$ cat src/rtl/seg_display_arbiter.sv
// Round-robin arbiter that hands a 4-digit 7-segment display to one of two requesters,
// with a minimum hold time per owner. Optional new-owner blink: define DISP_BLINK_EN.
module seg_display_arbiter #(
  parameter int                HOLD_W    = 24,
  parameter logic [HOLD_W-1:0] HOLD_CYC  = 24'd5000000,
  parameter int                BLINK_BIT = 21
) (
  input  logic        clk,
  input  logic        rst,
  input  logic        req0,
  input  logic [15:0] data0,
  input  logic        req1,
  input  logic [15:0] data1,
  output logic [1:0]  gnt,
  output logic [3:0]  dig_a,
  output logic [3:0]  dig_b,
  output logic [3:0]  dig_c,
  output logic [3:0]  dig_d,
  output logic [3:0]  blank,
  output logic        owner_chg
);

  if (BLINK_BIT < 0 || BLINK_BIT >= HOLD_W) begin : g_bad_blink_bit
    $error("seg_display_arbiter: BLINK_BIT must index into hold_cnt");
  end

  typedef enum logic [1:0] {IDLE, OWN0, OWN1} state_t;

  state_t              state_q, state_d;
  logic                last_owner;
  logic [HOLD_W-1:0]   hold_cnt;
  logic [15:0]         dig_q;
  logic                hold_done;

  assign hold_done = (hold_cnt == HOLD_CYC);

  always_comb begin
    state_d = state_q;
    case (state_q)
      IDLE: begin
        if (req0 && req1)  state_d = last_owner ? OWN0 : OWN1;
        else if (req0)     state_d = OWN0;
        else if (req1)     state_d = OWN1;
      end
      OWN0: begin
        // Owner keeps the display until the hold time expires, even if it lets go.
        if (hold_done) begin
          if (req1)       state_d = OWN1;
          else if (!req0) state_d = IDLE;
        end
      end
      OWN1: begin
        if (hold_done) begin
          if (req0)       state_d = OWN0;
          else if (!req1) state_d = IDLE;
        end
      end
      default: state_d = IDLE;
    endcase
  end

  always_ff @(posedge clk) begin
    if (rst) begin
      state_q    <= IDLE;
      last_owner <= 1'b1;
      hold_cnt   <= '0;
      gnt        <= 2'b00;
      dig_q      <= 16'h0000;
      owner_chg  <= 1'b0;
    end else begin
      state_q   <= state_d;
      owner_chg <= (state_d != state_q);
      if (state_d == IDLE || state_d != state_q)
        hold_cnt <= '0;
      else if (!hold_done)
        hold_cnt <= hold_cnt + {{(HOLD_W-1){1'b0}}, 1'b1};
      case (state_d)
        OWN0: begin
          gnt        <= 2'b01;
          last_owner <= 1'b0;
          // Entering always loads; afterwards track only while the owner still requests.
          if (state_q != OWN0 || req0) dig_q <= data0;
        end
        OWN1: begin
          gnt        <= 2'b10;
          last_owner <= 1'b1;
          if (state_q != OWN1 || req1) dig_q <= data1;
        end
        default: begin
          gnt   <= 2'b00;
          dig_q <= 16'h0000;
        end
      endcase
    end
  end

  assign dig_a = dig_q[15:12];
  assign dig_b = dig_q[11:8];
  assign dig_c = dig_q[7:4];
  assign dig_d = dig_q[3:0];

  always_comb begin
    blank = 4'b1111;
    if (state_q != IDLE) begin
`ifdef DISP_BLINK_EN
      blank = hold_done ? 4'b0000 : {4{hold_cnt[BLINK_BIT]}};
`else
      blank = 4'b0000;
`endif
    end
  end

endmodule

$ cat config.mk
export PLATFORM = sky130hd
export DESIGN_NAME = seg_display_arbiter
export DESIGN_NICKNAME = d
export VERILOG_FILES = /design/src/rtl/seg_display_arbiter.sv
export SDC_FILE = /design/constraint.sdc
export NUM_CORES = 1
export LEC_CHECK = 0
export ABC_CLOCK_PERIOD_IN_PS = 3680
export CAP_MARGIN = 20
export CORE_MARGIN = 4
export CORE_UTILIZATION = 49
export CTS_CLUSTER_SIZE = 8
export DETAILED_ROUTE_END_ITERATION = 12
export PLACE_DENSITY = 0.86
export SLEW_MARGIN = 20
export SYNTH_ARGS = -nofsm -noshare
export SYNTH_HDL_FRONTEND = slang
export SYNTH_SLANG_ARGS = --single-unit
$ cat constraint.sdc
create_clock -name clk -period 3.68 [get_ports clk]
set_input_delay 1.104 -clock clk [delete_from_list [all_inputs] [get_ports clk]]
set_output_delay 1.104 -clock clk [all_outputs]
set_load 0.02 [all_outputs]
# Yosys cells after proc, flatten, opt, wreduce, memory -nomap -nowiden
# Index checks and enable logic that the tools add are counted.
[totals]
reg_bits = 46
in_bits = 36
output_inout_bits = 23
elab_cells = 44
[classes]
add_sub_neg = 1
n_eq_ne = 10
muxes = 17
reduce_logical = 10
[ops]
columns = ["cell", "n"]
rows = [
  ["2-to-1 mux 16 bit", 2],
  ["case mux 16 bit (2 select lines)", 1],
  ["adder 24 x 1 -> 24 bit, second input constant", 1],
  ["== test 24 x 23 -> 1 bit, second input constant", 1],
  ["2-to-1 mux 2 bit", 10],
  ["inequality test 2 bit, second input constant", 3],
  ["case mux 2 bit (3 select lines)", 1],
  ["== test 2 x 1 -> 1 bit, second input constant", 2],
  ["== test 2 bit, second input constant", 2],
  ["logical NOT 2 bit", 2],
  ["2-to-1 mux 4 bit", 1],
  ["case mux 2 bit (2 select lines)", 1],
  ["nonzero test 2 bit", 2],
  ["logical OR 1 bit", 3],
  ["inequality test 2 x 1 -> 1 bit, second input constant", 1],
  ["inequality test 2 bit", 1],
  ["case mux 1 bit (2 select lines)", 1],
  ["AND reduction 2 bit", 1],
  ["OR reduction 2 bit", 1],
  ["logical AND 1 bit", 1],
]

# Depth between registers and ports, before layout
# Gate-level depths: netlist of run 1.
[depth]
ltp_word = 7
ltp_mapped = 13
depth_no_buf = 12

# Worst setup path before layout of run 1
# OpenSTA, ideal clock, no wires.
[synth_timing]
kind = "reg-to-reg"
startpoint = "reg hold_cnt[6]"
endpoint = "reg dig_q[10]"
setup_time_ns = 0.086
arrival_ns = 3.024
t_required_ns = 3.594
setup_slack_ns = 0.571
path_stages_with_launch = 13
n_path_buf = 2
period_less_slack_ns = 3.109
path_cell_list = "dfxtp_1 > buf_2 > or4b_1 > nor4_4 > a21boi_2 > nor3_1 > inv_1 > ha_1 > nor2b_1 > a32oi_1 > clkbuf_1 > nor2_1 > a211oi_1"
[synth_via]
elab_chain_cells = 6
word_cells_on_any_way = 10
cone_classes = "eq/ne: 5; mux: 4; reduce/logical: 1"
[synth_rtl]
columns = ["item", "line", "rtl"]
rows = [
  ["start: declaration", "31", "logic [HOLD_W-1:0] hold_cnt;"],
  ["start signal: assignment", "76", "hold_cnt <= hold_cnt + {{(HOLD_W-1){1'b0}}, 1'b1};"],
  ["== test 24 x 23 -> 1 bit *", "35", "assign hold_done = (hold_cnt == HOLD_CYC);"],
  ["2-to-1 mux 2 bit, on equally long branches", "53, 47", ""],
  ["case mux 2 bit (3 select lines) *", "39", "case (state_q)"],
  ["net state_d[1]", "29", "state_t state_q, state_d;"],
  ["== test 2 bit or == test 2 x 1 -> 1 bit (tied branches)", "77", "case (state_d)"],
  ["inequality test 2 bit (no line)", "-", ""],
  ["AND reduction 2 bit (no line)", "-", ""],
  ["end signal: assignment", "82", "if (state_q != OWN0 || req0) dig_q <= data0;"],
  ["end signal: assignment", "87", "if (state_q != OWN1 || req1) dig_q <= data1;"],
  ["end: declaration", "32", "logic [15:0] dig_q;"],
]
# The timed path passes the listed nets; every way through them passes the cells marked *.
# A chain may end at the register's enable or synchronous reset.

# Final worst setup path of run 1
[layout_timing]
startpoint = "in req1"
endpoint = "reg dig_q[10]"
[layout_via]
elab_chain_cells = 7
word_cells_on_any_way = 17
cone_classes = "eq/ne: 4; mux: 10; reduce/logical: 3"
[layout_rtl]
columns = ["item", "line", "rtl"]
rows = [
  ["start: declaration", "12", "input logic req1,"],
  ["2-to-1 mux 2 bit, on equally long branches", "55, 43", ""],
  ["2-to-1 mux 2 bit, on equally long branches", "54, 42", ""],
  ["2-to-1 mux 2 bit, on equally long branches", "53, 41", ""],
  ["case mux 2 bit (3 select lines)", "39", ""],
  ["== test 2 bit or == test 2 x 1 -> 1 bit (tied branches)", "77", ""],
  ["inequality test 2 bit (no line)", "-", ""],
  ["AND reduction 2 bit (no line)", "-", ""],
]
# Parallel ways exist; a longest one is shown, timed or not.

==> results of run 1 <==
==> synthesized netlist by cell type (2+ instances only) <==
master,count
a211oi_1,16
a21oi_1,3
a22oi_1,16
and2_1,3
and4_1,5
buf_2,2
buf_4,3
buf_6,2
clkbuf_1,9
dfxtp_1,46
ha_1,7
inv_1,9
nand2_1,13
nand2b_1,2
nand3_1,7
nand4_1,7
nor2_1,47
nor2b_1,5
nor3_1,11
nor4_1,4
nor4_4,2
nor4b_1,3
or4b_1,3
xnor2_1,15
xor2_1,8
==> critical path: cells and delay by family <==
| family | cells | cell delay (ps) |
|---|---|---|
| AND/OR/NAND/NOR | 1 | 520 |
| adder cells (fa/ha/maj) | 1 | 230 |
| buffers and inverters | 1 | 580 |
| AO/OA/AOI/OAI | 5 | 1120 |
==> per-layer routing <==
| layer | share of wire | vias to the layer above | GRT usage |
|---|---|---|---|
| met4 | 0.016 | 0 | 0.03986 |
| met5 | 0 | - | 0 |
| li1 | - | 1030 | - |
| met3 | 0.066 | 11 | 0.05674 |
| met2 | 0.48 | 76 | 0.3128 |
| met1 | 0.44 | 974 | 0.2542 |
==> cells by family (layout without fill, tap and decap cells) <==
logic type               count (synthesis)  after routing  share of synthesized area
AND/OR/NAND/NOR                        117            117                     0.2741
adder cells (fa/ha/maj)                  7              7                    0.03815
XOR/XNOR                                23             23                    0.08774
buffers and inverters                   25             80                    0.05340
flip-flops                              46             46                     0.4011
AO/OA/AOI/OAI                           43             43                     0.1455
==> placed cells by master, fill, tap and decap left out, types with 2 or more instances in the layout <==
master / instances
xor2_1: 8
a211oi_1: 16
dfxtp_1: 46
clkdlybuf4s50_1: 58
nor4_4: 2
nor3_1: 11
ha_1: 7
nor4b_1: 3
inv_1: 9
buf_4: 4
nand2b_1: 2
nand2_1: 13
nand3_1: 7
nand4_1: 7
nor2b_1: 5
and2_1: 3
a21oi_1: 3
nor4_1: 4
a22oi_1: 16
clkbuf_8: 8
nor2_1: 47
and4_1: 5
or4b_1: 3
xnor2_1: 15
==> final cells by class <==
type                       count  share of cell area
multi-input combinational    190              0.4172
sequential                    46              0.3049
timing repair buffer          63              0.2088
clock buffer                   8             0.03645
tap                           52             0.02154
inverter                       9             0.01118
==> worst max path at each step <==
| stage | startpoint | endpoint | slack, ps |
|---|---|---|---|
| floorplan | hold_cnt[6]$_SDFFE_PP0P_ | dig_q[10]$_SDFFE_PP0P_ | 570 |
| global placement | req1 | dig_q[15]$_SDFFE_PP0P_ | 150 |
| detailed placement | req1 | dig_q[10]$_SDFFE_PP0P_ | 10 |
| CTS | req1 | dig_q[10]$_SDFFE_PP0P_ | 310 |
| global route | req1 | dig_q[15]$_SDFFE_PP0P_ | 60 |
| finish | req1 | dig_q[10]$_SDFFE_PP0P_ | 320 |
==> per-stage QoR <==
stage | worst slack (ps) | instance area (um2)
detailed placement | 11.02 | 2910
CTS | 313.2 | 3020
global placement | 148.0 | 2910
floorplan | 570.7 | 2296
global route | 62.22 | 3020
finish | 324.9 | 3020
==> power breakdown <==
part / internal (W) / total [W] / switching, W
Combinational: 0.000163 / 0.000335 / 0.000171
Clock: 0.000190 / 0.000352 / 0.000162
Sequential: 0.000534 / 0.000557 / 0.0000227
==> sequential cells by signal, indices dropped and copies added (netlist names) <==
| register | flops |
|---|---|
| dig_q | 16 |
| gnt | 2 |
| hold_cnt | 24 |
| last_owner | 1 |
| owner_chg | 1 |
| state_q | 2 |
==> results.cfg, run 1 <==
[timing]
worstMarginPinSlew_ps = 599.3
fin_setup_tns_ps = 0
setup_viol = 0
finalHoldViolCount = 0
fin_skew_ps = 6.085
fin_crit_sh = 0.9117
fmax_mhz = 298.1
rsz0062_at_grt = false
min_period_ps = 3355
holdWs_ps = 497.8
relSlewSlack = 0.6005
slew_violations = 0

[cts]
ctsResizeCount = 0
cts_hold_buf = 0
clockBufferDepth = 2
cts_buffers = 5
clk-insertion-delay-late_ps = 290
clkSlewWorstSetupHoldPaths_ps = 80
cts_tree = yes
clock-sinks = 46
cts_htree_levels = 2
cts_setup_buffers = 0
cts-root-buf = clkbuf_8

[synth]
avgSynthCellArea_um2 = 8.797
yosys_warnings = 0
ys_types = 38
synth_edf_count = 0
synth_cells = 261
synthTopCellsByArea = dfxtp_1 (40%), nor2_1 (7.7%), xnor2_1 (5.7%)
post-synth-top-area-cell = dfxtp_1
synthFlopType = dfxtp_1
async_reset_ff_frac = 0
synth_seq_cells = 46
syn_area_mm2 = 0.002296
syn_nets = 304
seq_area_frac_synth = 0.4011
synth_top_cell_area_share = 0.4011

[grt]
grt_pass1_wl_um = 9349
antenna_found_initial = 0
grtUsageTotal = 0.1930
grt_max_degree = 33
grt_pass1_vias = 1951
gr-total-overflow = 0

[die]
die_h_um = 76.45
dieArea_mm2 = 0.005845
die_w_um = 76.45
core_mm2 = 0.004444
initial_utilization = 0.5166
ios = 59
rows = 24

[critical_path]
r2r-start = hold_cnt[5]$_SDFFE_PP0P_
reg2reg_slack_ps = 400
critical_path_class = input port to flop
cp-end-kind = flop
crit_fanout = 17
required_ps = 3880
crit_slowest_cell = clkdlybuf4s50_1
r2r-end = dig_q[10]$_SDFFE_PP0P_
startpoint_type = input port
crit_chain = clkdlybuf4s50_1, a21oi_1, a31oi_1, a2bb2oi_1, ha_1, and2_1, a22oi_1, a211oi_1
slowest_delay_ps = 580
ff2ff_path_depth = 8
worstPathArrival_ps = 3550

[placement]
port_buffers = 58
dp.cells = 360
hpwlAfterDp_um = 4088
gp_congestion = 0.8672

[route]
viasPerCell = 5.682
via_count = 2091
drt_pass1_iterations = 4
drtIter0Drc = 136
wire_per_inst_um = 14.86
routed_wl_um = 5468
drc = 0
ant_nets = 0

[pwr]
leakagePower_nw = 1.044
peakVddDrop_mv = 0.3341
p_per_area_mw_per_mm2 = 411.7
power.total_w = 0.001244

[layout]
final_nets = 358
diodes = 0
layout-drive-gt1-share = 0.06013
multi_input_area_mm2 = 0.001260
synthToLayoutAreaGrowth_pct = 31.55
post-route-util = 0.6796
fillers = 350
instances_no_fill = 368
seq_area_um2 = 920.9

[hold_path]
min_from = dig_q[3]$_SDFFE_PP0P_
hold_end = dig_q[3]$_SDFFE_PP0P_
worstHoldPathCells = 2
hp-class = flop to flop

[run_status]
status = finished clean

[job]
drv_cap = 0
No activity file was read; power rests on OpenSTA's default activity.
==> run 2: changes to the inputs <==
- CORE_ASPECT_RATIO: default -> 1.2
- SETUP_SLACK_MARGIN: default -> 0.15
==> run 2 against run 1 <==
Net effect:
- non-clock buffer count up 2
- first-iteration DRC count increased by 24%
- critical path depth unchanged
- total power rose by 2.8%
- sequential power hardly changed
- setup slack gained 80 ps
- routed wire length decreased by 4.8%
- via count down 0.14%
- sequential share of layout area fell by 0.25 points
- critical endpoint is now dig_q[9]$_SDFFE_PP0P_
==> results.cfg, run 2 (same netlist as run 1, synthesis figures left out) <==
[run_status]
status = finished clean

[layout]
diodes = 0
max_flop_register = hold_cnt
largest_reg_flops = 24
final_cell_mix = clkdlybuf4s50_1 (58), nor2_1 (47), dfxtp_1 (46)
synthToLayoutAreaGrowth_pct = 32.64
final_common_cell = clkdlybuf4s50_1
multi_input_area_mm2 = 0.001260
largest_registers = hold_cnt x24, dig_q x16
final_nets = 360
seq_area_um2 = 920.9
fillers = 383
layout-drive-gt1-share = 0.06604
fin_area_mm2 = 0.003045

[critical_path]
critical_path_class = flop to flop
crit_slowest_cell = or4b_1
required_ps = 3890
cp-end-kind = flop
startpoint_type = flop
slowest_delay_ps = 590
crit_buf_inv = 0
cpLargestDelayFamily = simple AND/OR/NAND/NOR gates
worstPathArrival_ps = 3490
crit_fanout = 17
crit_chain = or4b_1, nor4_4, nand2_1, a2bb2oi_1, ha_1, and2_1, a22oi_1, a211oi_1

[grt]
grt_pass1_wl_um = 8873
gr-total-overflow = 0
antenna_found_initial = 0
grt_pass1_vias = 2036
grtUsageTotal = 0.1836
grt_max_degree = 33

[placement]
place_area_mm2 = 0.002933
place_ws_ps = 98.53
hpwlAfterDp_um = 3870
gp_congestion = 0.8283
port_buffers = 58

[cts]
clk-insertion-delay-late_ps = 300
cts_htree_levels = 2
cts_hold_buf = 0
cts_tree = yes
clkSlewWorstSetupHoldPaths_ps = 90
clock-sinks = 46
ctsResizeCount = 0
cts_setup_buffers = 0
clockBufferDepth = 2
cts_buffers = 5
cts-root-buf = clkbuf_8

[timing]
fmax_mhz = 305.4
fin_crit_sh = 0.8899
slew_violations = 0
setup_slack_ps = 405.3
fin_setup_tns_ps = 0
fin_skew_ps = 10.59
worstMarginPinSlew_ps = 582.2
finalHoldViolCount = 0
holdWs_ps = 505.0
relSlewSlack = 0.6119
rsz0062_at_grt = false
min_period_ps = 3275
setup_viol = 0

[pwr]
power_frac_seq = 0.436
sw_frac_of_total = 0.2919
peakVddDrop_mv = 0.2552
leakagePower_nw = 1.055
pwr-share-clk = 0.301
combPwrFrac = 0.263
internal-power_w = 0.0009053
p_sw_w = 0.0003731
p_per_area_mw_per_mm2 = 419.8

[route]
via_count = 2088
viasPerCell = 5.553
drt_pass1_iterations = 4
drtIter0Drc = 169
ant_nets = 0
routed_wl_um = 5206
wire_per_inst_um = 13.85
drc = 0

[job]
drv_cap = 0

[die]
rows = 27
die_h_um = 82.99
ios = 59
dieArea_mm2 = 0.005849
initial_utilization = 0.5034
die_w_um = 70.49
core_mm2 = 0.004561

[hold_path]
hp-class = flop to flop
-- run 2: cell types whose count changed in the layout (fill, tap and decap cells not counted), sizes merged --
cell / previous run / this run
clkbuf: 8 / 5
clkinv: 0 / 1
buf: 5 / 7
inv: 9 / 10
bufinv: 0 / 1
-- run 2: stage by stage --
stage                       util  cells  total power, W
after floorplan                -    261       0.0007639
after global placement    0.6431    368       0.0008994
after detailed placement  0.6431    368       0.0009065
after CTS                 0.6678    376        0.001286
after global routing      0.6678    376        0.001337
final                     0.6678    376        0.001278
-- run 2: per-layer routing --
| metal | up-vias | GRT usage | wire, um |
|---|---|---|---|
| li1 | 1035 | - | - |
| met1 | 965 | 0.2100 | 2130 |
| met2 | 76 | 0.2956 | 2439 |
| met3 | 12 | 0.07627 | 498 |
| met4 | 0 | 0.08188 | 137 |
| met5 | - | 0 | 0 |
-- run 2: power groups by stage --
stage          registers (W)  clock network, W  logic, W
6_report            0.000558          0.000385  0.000336
5_1_grt             0.000564          0.000410  0.000363
4_1_cts             0.000558          0.000388  0.000340
3_5_place_dp        0.000569                 0  0.000337
3_3_place_gp        0.000567                 0  0.000332
2_1_floorplan       0.000600                 0  0.000164
-- run 2: layout make-up --
type,instances,area share
multi-input cells,190,0.4137
flip-flops and latches,46,0.3024
repair buffers,65,0.2120
well taps,58,0.02383
clock buffers,5,0.02260
clock inverters,3,0.01438
inverters,9,0.01109
-- run 2: path summary, 6_finish.rpt --
check | from | end | slack [ps] | cells past startpoint
worst max-delay path | hold_cnt[5]$_SDFFE_PP0P_ | dig_q[9]$_SDFFE_PP0P_ | 410 | 8
worst min-delay path | dig_q[1]$_SDFFE_PP0P_ | dig_q[1]$_SDFFE_PP0P_ | 500 | 2
worst max register to register | hold_cnt[5]$_SDFFE_PP0P_ | dig_q[9]$_SDFFE_PP0P_ | 410 | 8
worst min register to register | dig_q[1]$_SDFFE_PP0P_ | dig_q[1]$_SDFFE_PP0P_ | 500 | 2
-- run 2: worst reg2reg max path: stages, from the launching register on --
cell,delay (ps)
dfxtp_1,370
or4b_1,590
nor4_4,420
nand2_1,190
a2bb2oi_1,410
ha_1,250
and2_1,500
a22oi_1,180
a211oi_1,290
